`config.mk`:
```
export PLATFORM = sky130hd
export DESIGN_NAME = uart_rx_framer
export DESIGN_NICKNAME = d
export VERILOG_FILES = /design/src/rtl/uart_rx_framer.sv
export SDC_FILE = /design/constraint.sdc
export NUM_CORES = 1
export LEC_CHECK = 0
export BUFFER_PORTS_ARGS = -buffer_cell sky130_fd_sc_hd__buf_2
export CORE_MARGIN = 3
export CORE_UTILIZATION = 50
export DETAILED_ROUTE_END_ITERATION = 12
export GPL_ROUTABILITY_DRIVEN = 0
export PLACE_DENSITY_LB_ADDON = 0.3
export SYNTH_ARGS = -nofsm -noshare
export SYNTH_HDL_FRONTEND = slang
export SYNTH_SLANG_ARGS = --single-unit
```
`constraint.sdc`:
```
create_clock -name clk -period 4.8 [get_ports clk]
set_clock_uncertainty 0.15 [all_clocks]
set_input_delay 0 -clock clk [delete_from_list [all_inputs] [get_ports clk]]
set_output_delay 0 -clock clk [all_outputs]
set_load 0.005 [all_outputs]
```
`src/rtl/uart_rx_framer.sv`:
```
// 8N1 UART receiver: 2-flop synchroniser, mid-bit sampling at a runtime bit period,
// one-deep holding register with valid/ack handshake, framing and overrun flags.
module uart_rx_framer #(
    parameter int CPD_W = 10
) (
    input  logic             clk,
    input  logic             resetn,
    input  logic             rx_line,
    input  logic [CPD_W-1:0] cycles_per_databit,
    input  logic             rx_ack,
    output logic [7:0]       rx_data,
    output logic             rx_valid,
    output logic             rx_done,
    output logic             rx_busy,
    output logic             framing_error,
    output logic             overrun
);

    typedef enum logic [2:0] {
        IDLE,
        START,
        DATA,
        STOP,
        DELIVER,
        FRAMEERR,
        WAIT_IDLE
    } state_t;

    state_t           state, nextState;
    logic             syncA, sRx;
    logic [CPD_W-1:0] cpdQ, bitTmr;
    logic [3:0]       bitCnt;
    logic [7:0]       shiftReg;
    logic             halfHit, fullHit;

    // bitTmr counts edges since the last sample point, starting at 1
    assign halfHit = (bitTmr == (cpdQ >> 1));
    assign fullHit = (bitTmr == cpdQ);
    assign rx_busy = (state != IDLE);

    always_ff @(posedge clk or negedge resetn) begin
        if (!resetn) begin
            syncA <= 1'b1;
            sRx   <= 1'b1;
        end else begin
            syncA <= rx_line;
            sRx   <= syncA;
        end
    end

    always_ff @(posedge clk or negedge resetn) begin
        if (!resetn) state <= IDLE;
        else         state <= nextState;
    end

    always_comb begin
        nextState = state;
        case (state)
            IDLE:      if (!sRx) nextState = START;
            START:     if (halfHit) nextState = sRx ? IDLE : DATA;
            DATA:      if (fullHit && bitCnt == 4'd7) nextState = STOP;
            STOP:      if (fullHit) nextState = sRx ? DELIVER : FRAMEERR;
            DELIVER:   nextState = IDLE;
            FRAMEERR:  nextState = WAIT_IDLE;
            WAIT_IDLE: if (sRx) nextState = IDLE;
            default:   nextState = IDLE;
        endcase
    end

    always_ff @(posedge clk or negedge resetn) begin
        if (!resetn) begin
            cpdQ     <= '0;
            bitTmr   <= '0;
            bitCnt   <= 4'd0;
            shiftReg <= 8'h00;
        end else begin
            case (state)
                IDLE: begin
                    if (!sRx) begin
                        cpdQ   <= cycles_per_databit;
                        bitTmr <= CPD_W'(1);
                        bitCnt <= 4'd0;
                    end
                end
                START: bitTmr <= halfHit ? CPD_W'(1) : bitTmr + CPD_W'(1);
                DATA: begin
                    if (fullHit) begin
                        shiftReg <= {sRx, shiftReg[7:1]};
                        bitCnt   <= bitCnt + 4'd1;
                        bitTmr   <= CPD_W'(1);
                    end else begin
                        bitTmr <= bitTmr + CPD_W'(1);
                    end
                end
                STOP: bitTmr <= fullHit ? CPD_W'(1) : bitTmr + CPD_W'(1);
                default: ;
            endcase
        end
    end

    // Ack and a new byte on the same edge: the new byte wins and valid stays up
    always_ff @(posedge clk or negedge resetn) begin
        if (!resetn) begin
            rx_data       <= 8'h00;
            rx_valid      <= 1'b0;
            rx_done       <= 1'b0;
            framing_error <= 1'b0;
            overrun       <= 1'b0;
        end else begin
            rx_done       <= 1'b0;
            framing_error <= 1'b0;
            overrun       <= 1'b0;
            if (rx_ack) rx_valid <= 1'b0;
            if (state == DELIVER) begin
                rx_data  <= shiftReg;
                rx_valid <= 1'b1;
                rx_done  <= 1'b1;
                overrun  <= rx_valid & ~rx_ack;
            end
            if (state == FRAMEERR) framing_error <= 1'b1;
        end
    end

endmodule

```
==> flow_metrics.py <==
metrics = {
    "setup_path": {
        "crit_type": "flop to flop",
        "cp.arrival_ns": 2.60,
        "end_kind": "flop",
        "reg2reg_depth": 5,
        "cp-start-kind": "flop",
        "crit_required_ns": 4.87,
        "critPathMaxFanout": 16,
    },
    "yosys": {
        "synth.avg_cell_area_um2": 9.48,
        "yosys.area_share.simple_pct": 21.0,
        "muxShareOfSynthArea_pct": 4.18,
        "synth_top_area_share_pct": 49.1,
        "synthXorXnorAreaFrac_pct": 6.94,
        "synth_warnings": 0,
        "syn_inst": 253,
        "synth_area_um2": 2400,
        "synth_top_cells_by_area": "dfrtp_1 49%, nand2_1 11%, xnor2_1 5.8%",
        "synth_compound_area_share_pct": 11.7,
        "synth_top_family_by_area": "simple AND/OR/NAND/NOR gates",
        "synthDominantAreaCellType": "dfrtp_1",
        "syn_nets": 269,
        "yosysSeqAreaShare_pct": 51.3,
        "synthDistinctLibCells": 42,
        "ys_ff_latch": 49,
        "synthAdderAreaFrac_pct": 1.04,
    },
    "grt": {
        "track_usage_pct": 19.0,
        "grt_pass1_wl_um": 8250,
        "grt_max_degree": 50,
        "grt.overflow.total": 0,
        "antenna_found_initial": 0,
        "grt_pass1_vias": 1812,
    },
    "sta": {
        "fin_crit_sh_pct": 52.7,
        "relSlewSlack_pct": 28.6,
        "rsz0062_at_grt": "no",
        "tns_ns": 0,
        "worst_pin_slew_ns": 1.07,
        "timing.fmax_ghz": 0.396,
        "min_period_ns": 2.53,
        "drv_slew": 0,
        "report.final.hold_viol_count": 0,
        "finalSetupViolations": 0,
        "fin_ws_ns": 2.27,
    },
    "routing": {
        "antenna_left": 0,
        "drc": 0,
        "first_pass_iters": 4,
        "wl_per_cell_um": 14.0,
        "routed_wl_um": 4700,
        "routed-via-count": 1856,
        "via_per_inst": 5.52,
        "dr.first_iter.drc_count": 92,
    },
    "clock_network": {
        "cts_tree": "yes",
        "clock_latency_ns": 0.30,
        "ctsResizeCount": 0,
        "path_clk_slew_ns": 0.10,
        "cts_root_buf": "clkbuf_8",
        "clock_path_buffers": 2,
        "cts_htree_levels": 2,
        "cts_inserted_buffers": 5,
        "cts_sinks": 49,
        "post_cts_buffers": 0,
    },
    "place": {
        "dpl_cell_area_um2": 2520,
        "place_hpwl_um": 3120,
        "io_buffers": 26,
        "dp_worst_setup_slack_ns": 2.36,
    },
    "cells_and_area": {
        "layout_commonest_cell": "nand2_1",
        "final_cell_mix": "69 x nand2_1, 47 x dfrtp_1, 26 x buf_2, 16 x xnor2_1, 14 x nor2_1",
        "final_area_um2": 2740,
        "drive_gt1_share_pct": 18.3,
        "area_growth_syn_to_layout_pct": 14.1,
        "num-nets-final": 299,
        "antennaDiodeCount": 0,
    },
    "die": {
        "die_h_um": 75.2,
        "row_count": 24,
        "fp.dieW_um": 75.2,
        "core_um2": 4500,
        "initial_utilization_pct": 53.2,
        "die-area_um2": 5660,
        "ios": 27,
    },
    "hold_path": {
        "hold_depth": 2,
        "hold_class": "input pin to flop",
    },
    "status": {
        "status": "completed",
    },
    "power_and_ir_drop": {
        "ir_drop_v": 0.000300,
        "leakagePower_nw": 1.34,
        "power_density_nw_per_um2": 439,
    },
    "flow_run": {
        "drv_cap": 0,
    },
}
-- sequential cells by signal, indices dropped and copies added (netlist names) --
signal	cells
shiftReg	8
rx_data	8
rx_done	1
state	3
bitTmr	10
overrun	1
bitCnt	4
cpdQ	10
rx_valid	1
syncA	1
sRx	1
framing_error	1
-- kinds of logic after synthesis --
logic type / Yosys count
AOI/OAI and AO/OA: 38
xor gates and xnor gates: 19
adders and majority gates: 2
buffers and inverters: 21
DFF: 49
muxes: 9
and+or+nand+nor: 115
-- metrics by stage --
| stage | utilization, % | hold WS, ns | power, mW | std cells |
|---|---|---|---|---|
| 6_report | 60.7 | 0.197 | 1.20 | 336 |
| 5_1_grt | 60.7 | 0.185 | 1.28 | 336 |
| 4_1_cts | 60.7 | 0.186 | 1.20 | 336 |
| 2_1_floorplan | - | -0.446 | 0.868 | 253 |
| 3_3_place_gp | 55.9 | -0.0435 | 0.936 | 315 |
| 3_5_place_dp | 55.9 | -0.0434 | 0.944 | 315 |
-- report_power, final --
group	internal, mW	switching, mW
Sequential	0.486	0.116
Combinational	0.176	0.178
Clock	0.104	0.141
Total	0.767	0.434
-- path summary, 6_finish.rpt --
path | from | endpoint | slack, ns
max | bitTmr[6]$_DFFE_PN0P_ | bitCnt[3]$_DFFE_PN0P_ | 2.27
min | rx_line | syncA$_DFF_PN1_ | 0.20
max reg2reg | bitTmr[6]$_DFFE_PN0P_ | bitCnt[3]$_DFFE_PN0P_ | 2.27
min reg2reg | syncA$_DFF_PN1_ | sRx$_DFF_PN1_ | 0.21
max in group asynchronous | resetn | rx_data[0]$_DFFE_PN0P_ | 3.56
min in group asynchronous | resetn | rx_valid$_DFFE_PN0P_ | 0.28
-- cell type report --
| class | count | area, um^2 |
|---|---|---|
| Fill cell | 387 | 1770 |
| Sequential cell | 49 | 1230 |
| Multi-Input combinational cell | 183 | 1080 |
| Timing Repair Buffer | 39 | 260 |
| Clock buffer | 6 | 72.6 |
| Tap cell | 52 | 65.1 |
| Inverter | 5 | 18.8 |
| Clock inverter | 2 | 13.8 |
-- worst max-delay path, cell delays in order (launching register included) --
cell     delay, ns
dfrtp_1       0.50
xnor2_1       0.22
nand4_1       0.20
or4_1         0.79
or3_1         0.44
a21oi_1       0.15
-- what timing repair did --
item / in CTS / in global routing
hold buffers: 13 / 0
setup endpoints to repair: 0 / 0
endpoints found under the hold margin: 60 / 0
-- metal layers --
| metal | global-route usage [%] | vias up | share of wire, % |
|---|---|---|---|
| met1 | 27.9 | 908 | 50 |
| met4 | 6.21 | 0 | 1.2 |
| met3 | 3.07 | 5 | 2.7 |
| met5 | 0 | - | 0 |
| li1 | - | 914 | - |
| met2 | 28.9 | 29 | 46 |
-- cells in the mapped netlist --
cell / n
nor2b_1: 1
mux2_2: 8
o21ai_0: 7
xor2_1: 3
or4_1: 1
xnor2_1: 16
nor2_1: 14
a31o_2: 1
or2_2: 3
a21o_1: 2
buf_6: 1
a21oi_2: 1
a211o_1: 2
or4_4: 1
o31ai_1: 1
nor4_1: 1
nand2_1: 69
a22o_1: 4
nor3_1: 6
dfrtp_1: 47
clkinv_1: 1
o31ai_4: 1
a32o_1: 1
o31ai_2: 1
nand3b_1: 1
a21oi_1: 11
ha_1: 2
and2_1: 2
clkbuf_1: 10
or3_1: 3
o41ai_1: 1
nand2b_1: 1
a221o_1: 3
o32ai_1: 1
dfstp_2: 2
nand4_1: 4
buf_2: 5
mux2i_1: 1
nand3_1: 7
nand2_2: 1
inv_1: 4
o21a_1: 1
(Power assumes the default switching activity.)
